`src/rtl/ysyx_24080014_pcgen_if.sv`:
```
// ysyx_24080014_pcgen_if: fetch-PC handshake, redirect/trap requests and commit report
// master (pcgen): drives pc_valid, pc, commit_valid, commit_pc; samples pc_ready, redir_*, trap_*
// slave (fetch/control side): the mirror image
interface ysyx_24080014_pcgen_if #(parameter int XLEN = 32);
  logic pc_valid;
  logic pc_ready;
  logic [XLEN-1:0] pc;
  logic redir_valid;
  logic [XLEN-1:0] redir_pc;
  logic trap_valid;
  logic [XLEN-1:0] trap_vec;
  logic commit_valid;
  logic [XLEN-1:0] commit_pc;
  modport master (
    output pc_valid, pc, commit_valid, commit_pc,
    input pc_ready, redir_valid, redir_pc, trap_valid, trap_vec
  );
  modport slave (
    input pc_valid, pc, commit_valid, commit_pc,
    output pc_ready, redir_valid, redir_pc, trap_valid, trap_vec
  );
endinterface

```
`src/rtl/ysyx_24080014_pcgen.sv`:
```
// ysyx_24080014_pcgen: fetch PC generator with BOOT/RUN/HALT control, trap/redirect and commit trace
// ports: clk, rst (sync, active-low), bus (ysyx_24080014_pcgen_if.master), halt_req,
//        epoch (flips per applied redirect/trap), perf_fire/perf_stall (64-bit counters)
// YSYX_24080014_PCGEN_PERF_EN: when defined, perf counters exist; otherwise they read constant 0
module ysyx_24080014_pcgen #(
  parameter int XLEN = 32,
  parameter logic [XLEN-1:0] RESET_VEC = 32'h8000_0000,
  parameter int STEP = 4
) (
  input  logic clk,
  input  logic rst,
  ysyx_24080014_pcgen_if.master bus,
  input  logic halt_req,
  output logic epoch,
  output logic [63:0] perf_fire,
  output logic [63:0] perf_stall
);
  typedef enum logic [1:0] {BOOT, RUN, HALT} state_t;
  localparam logic [XLEN-1:0] MASK = ~XLEN'(STEP - 1);
  state_t state, state_n;
  logic fire, redirect;
  logic [XLEN-1:0] pc_n;
  assign fire = bus.pc_valid & bus.pc_ready;
  assign redirect = bus.trap_valid | bus.redir_valid;
  always_ff @(posedge clk)
    state <= !rst ? BOOT : state_n;
  // BOOT (and any illegal encoding) always moves to RUN; RUN and HALT follow halt_req
  always_comb
    state_n = (state == RUN || state == HALT) && halt_req ? HALT : RUN;
  always_comb
    bus.pc_valid = state == RUN;
  always_comb
    pc_n = bus.trap_valid ? bus.trap_vec & MASK :
           bus.redir_valid ? bus.redir_pc & MASK :
           fire ? bus.pc + XLEN'(STEP) : bus.pc;
  always_ff @(posedge clk)
    if (!rst) begin
      bus.pc <= RESET_VEC;
      epoch <= 1'b0;
      bus.commit_valid <= 1'b0;
      bus.commit_pc <= '0;
    end else begin
      bus.pc <= pc_n;
      epoch <= epoch ^ redirect;
      bus.commit_valid <= fire;
      bus.commit_pc <= bus.pc;
    end
`ifdef YSYX_24080014_PCGEN_PERF_EN
  always_ff @(posedge clk)
    if (!rst) begin
      perf_fire <= '0;
      perf_stall <= '0;
    end else begin
      perf_fire <= perf_fire + 64'(fire);
      perf_stall <= perf_stall + 64'(bus.pc_valid & ~bus.pc_ready);
    end
`else
  assign perf_fire = '0;
  assign perf_stall = '0;
`endif
endmodule

```
`src/flat_wrapper.sv`:
```
// flat-port wrapper written by rule: the top's interface ports become plain ports
module ysyx_24080014_pcgen_flat 
#(
  parameter int XLEN = 32,
  parameter logic [XLEN-1:0] RESET_VEC = 32'h8000_0000,
  parameter int STEP = 4
)
  (clk, rst, halt_req, epoch, perf_fire, perf_stall, bus_pc_valid, bus_pc, bus_commit_valid, bus_commit_pc, bus_pc_ready, bus_redir_valid, bus_redir_pc, bus_trap_valid, bus_trap_vec);
  ysyx_24080014_pcgen_if #(.XLEN(XLEN)) bus_i ();
  input  logic clk;
  input  logic rst;
  input  logic halt_req;
  output logic epoch;
  output logic [63:0] perf_fire;
  output logic [63:0] perf_stall;
  output wire logic [$bits(bus_i.pc_valid)-1:0] bus_pc_valid;
  output wire logic [$bits(bus_i.pc)-1:0] bus_pc;
  output wire logic [$bits(bus_i.commit_valid)-1:0] bus_commit_valid;
  output wire logic [$bits(bus_i.commit_pc)-1:0] bus_commit_pc;
  input wire logic [$bits(bus_i.pc_ready)-1:0] bus_pc_ready;
  input wire logic [$bits(bus_i.redir_valid)-1:0] bus_redir_valid;
  input wire logic [$bits(bus_i.redir_pc)-1:0] bus_redir_pc;
  input wire logic [$bits(bus_i.trap_valid)-1:0] bus_trap_valid;
  input wire logic [$bits(bus_i.trap_vec)-1:0] bus_trap_vec;
  assign bus_pc_valid = bus_i.pc_valid;
  assign bus_pc = bus_i.pc;
  assign bus_commit_valid = bus_i.commit_valid;
  assign bus_commit_pc = bus_i.commit_pc;
  assign bus_i.pc_ready = bus_pc_ready;
  assign bus_i.redir_valid = bus_redir_valid;
  assign bus_i.redir_pc = bus_redir_pc;
  assign bus_i.trap_valid = bus_trap_valid;
  assign bus_i.trap_vec = bus_trap_vec;
  ysyx_24080014_pcgen #(.XLEN(XLEN), .RESET_VEC(RESET_VEC), .STEP(STEP)) u_core (.clk(clk), .rst(rst), .bus(bus_i), .halt_req(halt_req), .epoch(epoch), .perf_fire(perf_fire), .perf_stall(perf_stall));
endmodule
```
`config.mk`:
```
export PLATFORM = sky130hd
export DESIGN_NAME = ysyx_24080014_pcgen_flat
export DESIGN_NICKNAME = d
export VERILOG_FILES = /design/src/rtl/ysyx_24080014_pcgen_if.sv /design/src/rtl/ysyx_24080014_pcgen.sv /design/src/flat_wrapper.sv
export SDC_FILE = /design/constraint.sdc
export NUM_CORES = 1
export LEC_CHECK = 0
export ABC_AREA = 1
export BUFFER_PORTS_ARGS = -buffer_cell sky130_fd_sc_hd__buf_4
export CAP_MARGIN = 40
export CORE_ASPECT_RATIO = 0.75
export CORE_MARGIN = 2
export CORE_UTILIZATION = 40
export CTS_CLUSTER_SIZE = 20
export DETAILED_ROUTE_END_ITERATION = 8
export HOLD_SLACK_MARGIN = 0.03
export PLACE_DENSITY = 0.82
export SLEW_MARGIN = 10
export SYNTH_ARGS = -nofsm -noshare
export SYNTH_HDL_FRONTEND = slang
export SYNTH_SLANG_ARGS = --single-unit
```
`constraint.sdc`:
```
create_clock -name clk -period 3.6 [get_ports clk]
set_input_delay 0.18 -clock clk [delete_from_list [all_inputs] [get_ports clk]]
set_output_delay 0.18 -clock clk [all_outputs]
set_load 0.03 [all_outputs]
```
Word level (Yosys, flattened, before mapping)
Index checks and enable logic that the tools add are counted.
{"block": "word_totals", "reg_bits": 68, "inputBits": 70, "output_inout_bits": 195, "wordCells": 21}
{"block": "op_classes", "addsub": 1, "n_eq_ne": 2, "muxes": 4, "bitwise_logic": 4, "n_reduce_logical": 4}
{"op": "$mux 32", "n": 3}
{"op": "$add 32x3->32 const B", "n": 1}
{"op": "$reduce_bool 3->1", "n": 1}
{"op": "$reduce_or 3->1", "n": 1}
{"op": "$eq 2x1->1 const B", "n": 1}
{"op": "$eq 2x2->1 const B", "n": 1}
{"op": "$mux 2", "n": 1}
{"op": "$and 1x1->1", "n": 1}
{"op": "$logic_and 1x1->1", "n": 1}
{"op": "$logic_or 1x1->1", "n": 1}
{"op": "$not 1->1", "n": 1}
{"op": "$or 1x1->1", "n": 1}
{"op": "$xor 1x1->1", "n": 1}

Longest topological paths before layout
Gate-level depths: netlist (run 1).
{"block": "depth", "depth_word": 5, "ltp_mapped": 11, "depth_no_buf": 11}

Least setup slack after synthesis (run 1)
Ideal clock, no wire load.
{"block": "synth_timing", "path_type": "register to register", "start": "reg u_core.bus.pc[3]", "end": "reg u_core.bus.pc[16]", "setup_time_ns": 0.123, "arrival_ns": 1.588, "required_time_ns": 3.477, "setup_slack_ns": 1.889, "stages_incl_launch_ff": 10, "n_path_buf": 0, "synth_period_minus_slack_ns": 1.711, "path_cell_list": "dfxtp_1 ha_1 nand3_4 nor2_4 nand3_1 xnor2_1 nand2_1 nand2_1 nand2_1 o21ai_0"}
{"block": "synth_via", "elab_chain_cells": 4}
{"element": "start, declared", "line_no": "ysyx_24080014_pcgen_if.sv:15", "text": "output pc_valid, pc, commit_valid, commit_pc,"}
{"element": "start signal, assigned", "line_no": "ysyx_24080014_pcgen.sv:43", "text": "bus.pc <= pc_n;"}
{"element": "$add 32x3->32", "line_no": "ysyx_24080014_pcgen.sv:35", "text": "fire ? bus.pc + XLEN'(STEP) : bus.pc;"}
{"element": "$mux 32", "line_no": "ysyx_24080014_pcgen.sv:35"}
{"element": "$mux 32", "line_no": "ysyx_24080014_pcgen.sv:34", "text": "bus.redir_valid ? bus.redir_pc & MASK :"}
{"element": "$mux 32", "line_no": "ysyx_24080014_pcgen.sv:33", "text": "pc_n = bus.trap_valid ? bus.trap_vec & MASK :"}
No other way between the ends. The select of a mux whose other input is x is not followed.
A chain may end at the register's enable or synchronous reset.

Worst setup path in the final report (run 1)
{"block": "layout_timing", "start": "reg u_core.state[1]", "end": "reg u_core.bus.pc[16]"}
{"block": "layout_via", "elab_chain_cells": 3}
{"element": "start, declared", "line_no": "ysyx_24080014_pcgen.sv:20", "text": "state_t state, state_n;"}
{"element": "start signal, assigned", "line_no": "ysyx_24080014_pcgen.sv:26", "text": "state <= !rst ? BOOT : state_n;"}
{"element": "$eq 2x1->1", "line_no": "ysyx_24080014_pcgen.sv:31", "text": "bus.pc_valid = state == RUN;"}
{"element": "$and 1x1->1", "line_no": "ysyx_24080014_pcgen.sv:23", "text": "assign fire = bus.pc_valid & bus.pc_ready;"}
{"element": "$reduce_bool 3->1 (no source line)"}
No other way between the ends.

==> flow_summary.toml, run 1 <==
[cells_and_area]
multiInputGateArea_sq_um = 2400
n_fill_cell = 1162
ff_latch_area_sq_um = 1280
layout-drive-gt1-share_pct = 22.6
nNetsFinal = 847
area_delta_synth_final_pct = 20.3
insertedDiodeCount = 0

[worst_setup_path]
cp_num_buf_inv = 4
start_kind = "flip-flop"
critical_path_required_ns = 3.86
cpPeakStageDelay_ns = 0.33
reg2reg_depth = 11
cp_max_fo = 23
endpoint_kind = "flip-flop"
path_class = "flip-flop to flip-flop"
crit_slowest_cell = "nand2_1"
crit_arrival_ns = 2.23
path_delay_family = "simple AND/OR/NAND/NOR gates"
cp_cell_sequence = "inv_1, ha_1, nand2_1, nand2_1, inv_1, nor2_1, buf_4, inv_1, nor2_1, nand2_1, o21ai_0"
cp.depth = 11

[floorplan]
num_io_pins = 265
fp-row-count = 33
initial_core_util_pct = 40.9
dieArea_sq_um = 12000
coreArea_sq_um = 10900
die_width_microns = 126
die_h_microns = 95.4

[yosys]
ys.flop_type = "dfxtp_1"
syn-cell-area_sq_um = 4450
synth_top_area_share_pct = 28.8
netlist.top_cell.by_area = "dfxtp_1"
synth_cell_types = 39
ys_top_cells_by_count = "nand2_1 (143), buf_4 (133), nor2_1 (101), dfxtp_1 (64), inv_1 (46)"
yosys.cell_count.top_type = "nand2_1"
syn_inst = 655
post_synth.cell_area_avg_sq_um = 6.80
ys_seq_area_share_pct = 28.8
yosysWarnings = 0
synth-edff-count = 0
ys_ff_latch = 64
synth_area_leaders = "dfxtp_1 (29%), buf_4 (22%), nand2_1 (12%)"
async_reset_ff_share_pct = 0

[cts]
cts_tree = "yes"
clock_latency_ns = 0.34
post-cts-setup-buffer-count = 0
path_clk_slew_ns = 0.06
cts.repair.resized = 0
cts_hold_buf = 0
cts_buffer_depth = 2
cts_buffers = 9
clkSinkCount = 64
cts.root.buffer_cell = "clkbuf_16"
htree_levels = 3

[job]
drv_cap = 0

[placement]
hpwl_microns = 9130
dp_slack_ns = 1.41
portBuffers = 128
routabilityCongestion = 0.945

[global_route]
use_met2_pct = 29.2
antenna_found_initial = 0
grt_busiest_layer = "met2"
grt_pass1_wl_microns = 18000
met1_usage_pct = 27.2
grt_pass1_vias = 3402
grt_max_degree = 50
grt_use_total_pct = 19.3
grtUsageMet3_pct = 5.67
overflow = 0

[timing]
fin_crit_sh_pct = 54.8
slew_headroom_pct = 48.2
fin_tns_setup_ns = 0
fin_crit_ns = 1.97
finalHoldViolCount = 0
drv_slew = 0
worst_pin_slew_ns = 0.776
rsz0062_at_grt = "false"
finalSetupViolations = 0
fin_skew_ns = 0.00733
max_freq_mhz = 507
layout_setup_ws_ns = 1.63

[route]
drc = 0
dr.pass1.iters = 5
routed_wl_microns = 12000
num_vias = 3980
wl_per_cell_microns = 13.1
postRouteAntennaNets = 0
vias_per_cell = 4.33
drtIter0Drc = 252

[pwr]
power_density_nw_per_um2 = 466
p_leak_nw = 2.84
peakVddDrop_uv = 208
total_power_mw = 2.49

[outcome]
status = "completed"

[worst_hold_path]
hold_path_class = "input pin to flip-flop"
min_path_cells = 3
-- final timing paths --
kind	from	endpoint	slack (ns)
worst max register to register	u_core.state[1]	u_core.bus.pc[16]	1.63
worst min-delay path	bus_trap_vec[8]	u_core.bus.pc[8]	0.08
worst min register to register	u_core.bus.pc[28]	u_core.bus.commit_pc[28]	0.48
worst max-delay path	u_core.state[1]	u_core.bus.pc[16]	1.63
-- cells by family after synthesis --
| logic type | Yosys count | share of synthesized area (%) |
|---|---|---|
| flip-flops | 64 | 28.8 |
| AND/OR/NAND/NOR | 297 | 30.1 |
| buffers and inverters | 200 | 28.3 |
| adder cells (fa/ha/maj) | 2 | 0.562 |
| XOR/XNOR | 10 | 1.97 |
| other | 1 | 0.0842 |
| AO/OA/AOI/OAI | 81 | 10.3 |
-- per-layer routing --
layer,vias to the layer above,part of all wire (%)
met3,8,9.1
li1,2018,-
met1,1773,47
met5,-,0
met2,181,43
met4,0,0.70
-- worst min-delay path, cell delays in order --
cell and delay (ns):
buf_4 0.07, o211ai_1 0.06, o21ai_0 0.06
-- sequential cells by signal, indices dropped and copies added, names as in the netlist --
name and flops:
u_core.bus.commit_pc 30, u_core.bus.pc 30, u_core.state 2, u_core.bus.commit_valid 1
u_core.epoch 1
-- placed cells by master, fill, tap and decap left out, types with 2 or more instances in the layout --
cell / count
nand2_1: 143
conb_1: 132
buf_4: 130
nor2_1: 101
dfxtp_1: 64
inv_1: 46
a21oi_1: 41
o21ai_0: 18
nand3_1: 14
nand3b_1: 12
clkbuf_16: 9
xnor2_1: 6
nand2_2: 5
nor2_4: 5
o211ai_1: 5
nand2_4: 4
xor2_1: 4
a21oi_2: 4
clkbuf_8: 4
o21ai_1: 3
nor2_2: 3
a22oi_1: 3
o21bai_1: 3
o22ai_1: 2
nor3_1: 2
ha_1: 2
bufinv_16: 2
-- through the flow --
step / cells / utilization [%] / hold WS [ns] / instance area [sq um]
after global placement: 904 / 46.0 / 0.421 / 5020
final: 919 / 49.2 / 0.0756 / 5360
after floorplan: 786 / - / 0.296 / 4950
after global routing: 919 / 49.2 / 0.0844 / 5360
after detailed placement: 904 / 46.0 / 0.420 / 5020
after CTS: 919 / 49.2 / 0.0704 / 5360
-- layout make-up --
class	instances	share of cell area, %
repair buffers	130	18.2
well taps	140	3.27
multi-input cells	522	44.9
flip-flops and latches	64	23.9
clock inverters	2	1.12
clock buffers	13	5.23
inverters	48	3.39
-- where the power goes --
part | switching, mW | leakage [nW] | internal [mW]
logic | 0.467 | 2.15 | 0.192
clock network | 0.315 | 0.168 | 0.678
registers | 0.0749 | 0.530 | 0.770
Note: power is estimated with default switching activity, not from simulation.
==> inputs of run 2 (changes only) <==
--- a/config.mk
+++ b/config.mk
@@ -14,7 +14,7 @@
 export CTS_CLUSTER_SIZE = 20
 export DETAILED_ROUTE_END_ITERATION = 8
 export HOLD_SLACK_MARGIN = 0.03
-export PLACE_DENSITY = 0.82
+export PLACE_DENSITY = 0.85
 export SLEW_MARGIN = 10
 export SYNTH_ARGS = -nofsm -noshare
 export SYNTH_HDL_FRONTEND = slang
==> constraint.sdc (replaced) <==
create_clock -name clk -period 1.8 [get_ports clk]
set_input_delay 0.09 -clock clk [delete_from_list [all_inputs] [get_ports clk]]
set_output_delay 0.09 -clock clk [all_outputs]
set_load 0.03 [all_outputs]
==> run 2 against run 1 <==
  * Power grew 99%
  * Clock skew grew 0.00056 ns
  * Sequential share of layout area shrank 0.86 points
  * Design area grew 4.2%
  * Non-clock buffer count grew 27
  * Worst setup slack lost 1.4 ns
  * Register-to-register slack lost 1.4 ns
  * Critical endpoint is now u_core.bus.pc[30]
  * Largest cell class unchanged
  * Highest routed layer unchanged
==> flow_summary.toml, run 2 (same netlist as run 1, synthesis figures left out) <==
[outcome]
status = "completed"

[worst_hold_path]
hold_path_class = "input pin to flip-flop"
min_from = "bus_trap_vec[17]"

[route]
wl_per_cell_microns = 13.4
m1WireLength_microns = 5860
postRouteAntennaNets = 0
drtIter0Drc = 231
vias_per_cell = 4.38
num_vias = 4152
wl_met3_microns = 1060
routed_wl_microns = 12700
top_layer_used = "met4"
route.met2.wl_microns = 5670
drc = 0
dr.pass1.iters = 5

[worst_setup_path]
crit_start = "u_core.bus.pc[7]"
critical_path_required_ns = 2.02
crit_arrival_ns = 1.81
path_class = "flip-flop to flip-flop"
start_kind = "flip-flop"
timing.rr.start = "u_core.bus.pc[7]"
cp_max_fo = 5
endpoint_kind = "flip-flop"

[floorplan]
num_io_pins = 265
die_width_microns = 126
dieArea_sq_um = 12000
die_h_microns = 95.4
coreArea_sq_um = 10900
initial_core_util_pct = 40.9
fp-row-count = 33

[cts]
htree_levels = 3
path_clk_slew_ns = 0.06
cts.root.buffer_cell = "clkbuf_16"
clock_latency_ns = 0.33
cts_tree = "yes"
cts_buffers = 9
clkSinkCount = 64
cts_buffer_depth = 2
post-cts-setup-buffer-count = 0

[cells_and_area]
stdcell_area_sq_um = 5590
insertedDiodeCount = 0
layout_commonest_cell = "buf_4"
layout_common_cells = "buf_4 (150), nand2_1 (143), conb_1 (132)"
nNetsFinal = 874
top_regs = "u_core.bus.commit_pc (30), u_core.bus.pc (30), u_core.state (2)"
layout-drive-gt1-share_pct = 25.3
area_delta_synth_final_pct = 25.4

[pwr]
p_leak_nw = 2.98
clkPwrFrac_pct = 37.7
power_density_nw_per_um2 = 887
pwr-share-comb_pct = 28.8
intPower_mw = 3.20
seq_power_share_pct = 33.5
switchingPower_mw = 1.76
sw_frac_of_total_pct = 35.4
peakVddDrop_uv = 397

[global_route]
grt_use_total_pct = 20.8
antenna_found_initial = 0
grt_pass1_vias = 3765
grt_max_degree = 32
overflow = 0
grt_pass1_wl_microns = 19500

[timing]
finalHoldViolCount = 0
fin_crit_sh_pct = 88.2
fin_skew_ns = 0.00789
drv_slew = 0
hold_ws_ns = 0.0480
finalSetupViolations = 0
max_freq_mhz = 630
rsz0062_at_grt = "false"
fin_tns_setup_ns = 0
layout_setup_ws_ns = 0.212
fin_crit_ns = 1.59

[placement]
dp_slack_ns = 0.195
routabilityCongestion = 0.928
place_area_sq_um = 5210
portBuffers = 128
hpwl_microns = 9900

[job]
drv_cap = 0
-- run 2: changes by cell type in the layout (fill, tap and decap cells not counted) --
cell,before,now
buf_4,130,150
buf_12,0,2
dfxtp_1,64,59
clkinv_2,1,3
dlygate4sd3_1,0,5
clkbuf_8,4,0
dfxtp_2,0,5
clkinv_4,0,3
-- run 2: power by group through the flow --
stage	clock [mW]	combinational, mW	sequential [mW]
final	1.87	1.43	1.66
after global routing	1.97	1.54	1.68
after CTS	1.91	1.42	1.66
after detailed placement	0	1.41	1.68
after global placement	0	1.40	1.68
after floorplan	0	0.931	1.90
-- run 2: final timing paths --
kind | slack [ns] | to | depth (start not counted)
setup / recovery | 0.21 | u_core.bus.pc[30] | 11
hold / removal | 0.05 | u_core.bus.pc[17] | 3
setup reg to reg | 0.21 | u_core.bus.pc[30] | 11
hold reg to reg | 0.48 | u_core.bus.commit_pc[31] | 2
-- run 2: final cells by class --
type	count	area [sq um]
repair buffers	157	1220
multi-input cells	522	2400
inverters	48	181
well taps	140	175
clock inverters	7	96.3
fillers	1099	5310
flip-flops and latches	64	1290
clock buffers	9	225
-- run 2: repair_timing --
action,CTS,global route
hold endpoints to repair,5,0
resized for setup,0,5
endpoints found under the setup margin,0,1
hold buffers,5,0
-- run 2: critical path, cell delays in order (launching register included) --
cell and delay [ns]:
dfxtp_1 0.50, nand2_4 0.14, nor2_8 0.20, nand2_4 0.08
nor2_4 0.13, nand2_1 0.07, nand2_1 0.06, nand2_1 0.06
nand2_1 0.07, nand2_1 0.05, nand2_1 0.06, o21ai_2 0.05
-- run 2: per-layer routing --
layer  track usage [%]  vias to the layer above
li1                  -                     2076
met1              28.1                     1906
met2              33.0                      160
met3              6.34                       10
met4              4.67                        0
met5                 0                        -
-- run 2: through the flow --
step | utilization (%) | total power, mW | cells
after global placement | 47.8 | 3.08 | 926
after CTS | 51.2 | 4.99 | 947
after floorplan | - | 2.83 | 786
after detailed placement | 47.8 | 3.10 | 926
after global routing | 51.3 | 5.19 | 947
final | 51.3 | 4.96 | 947
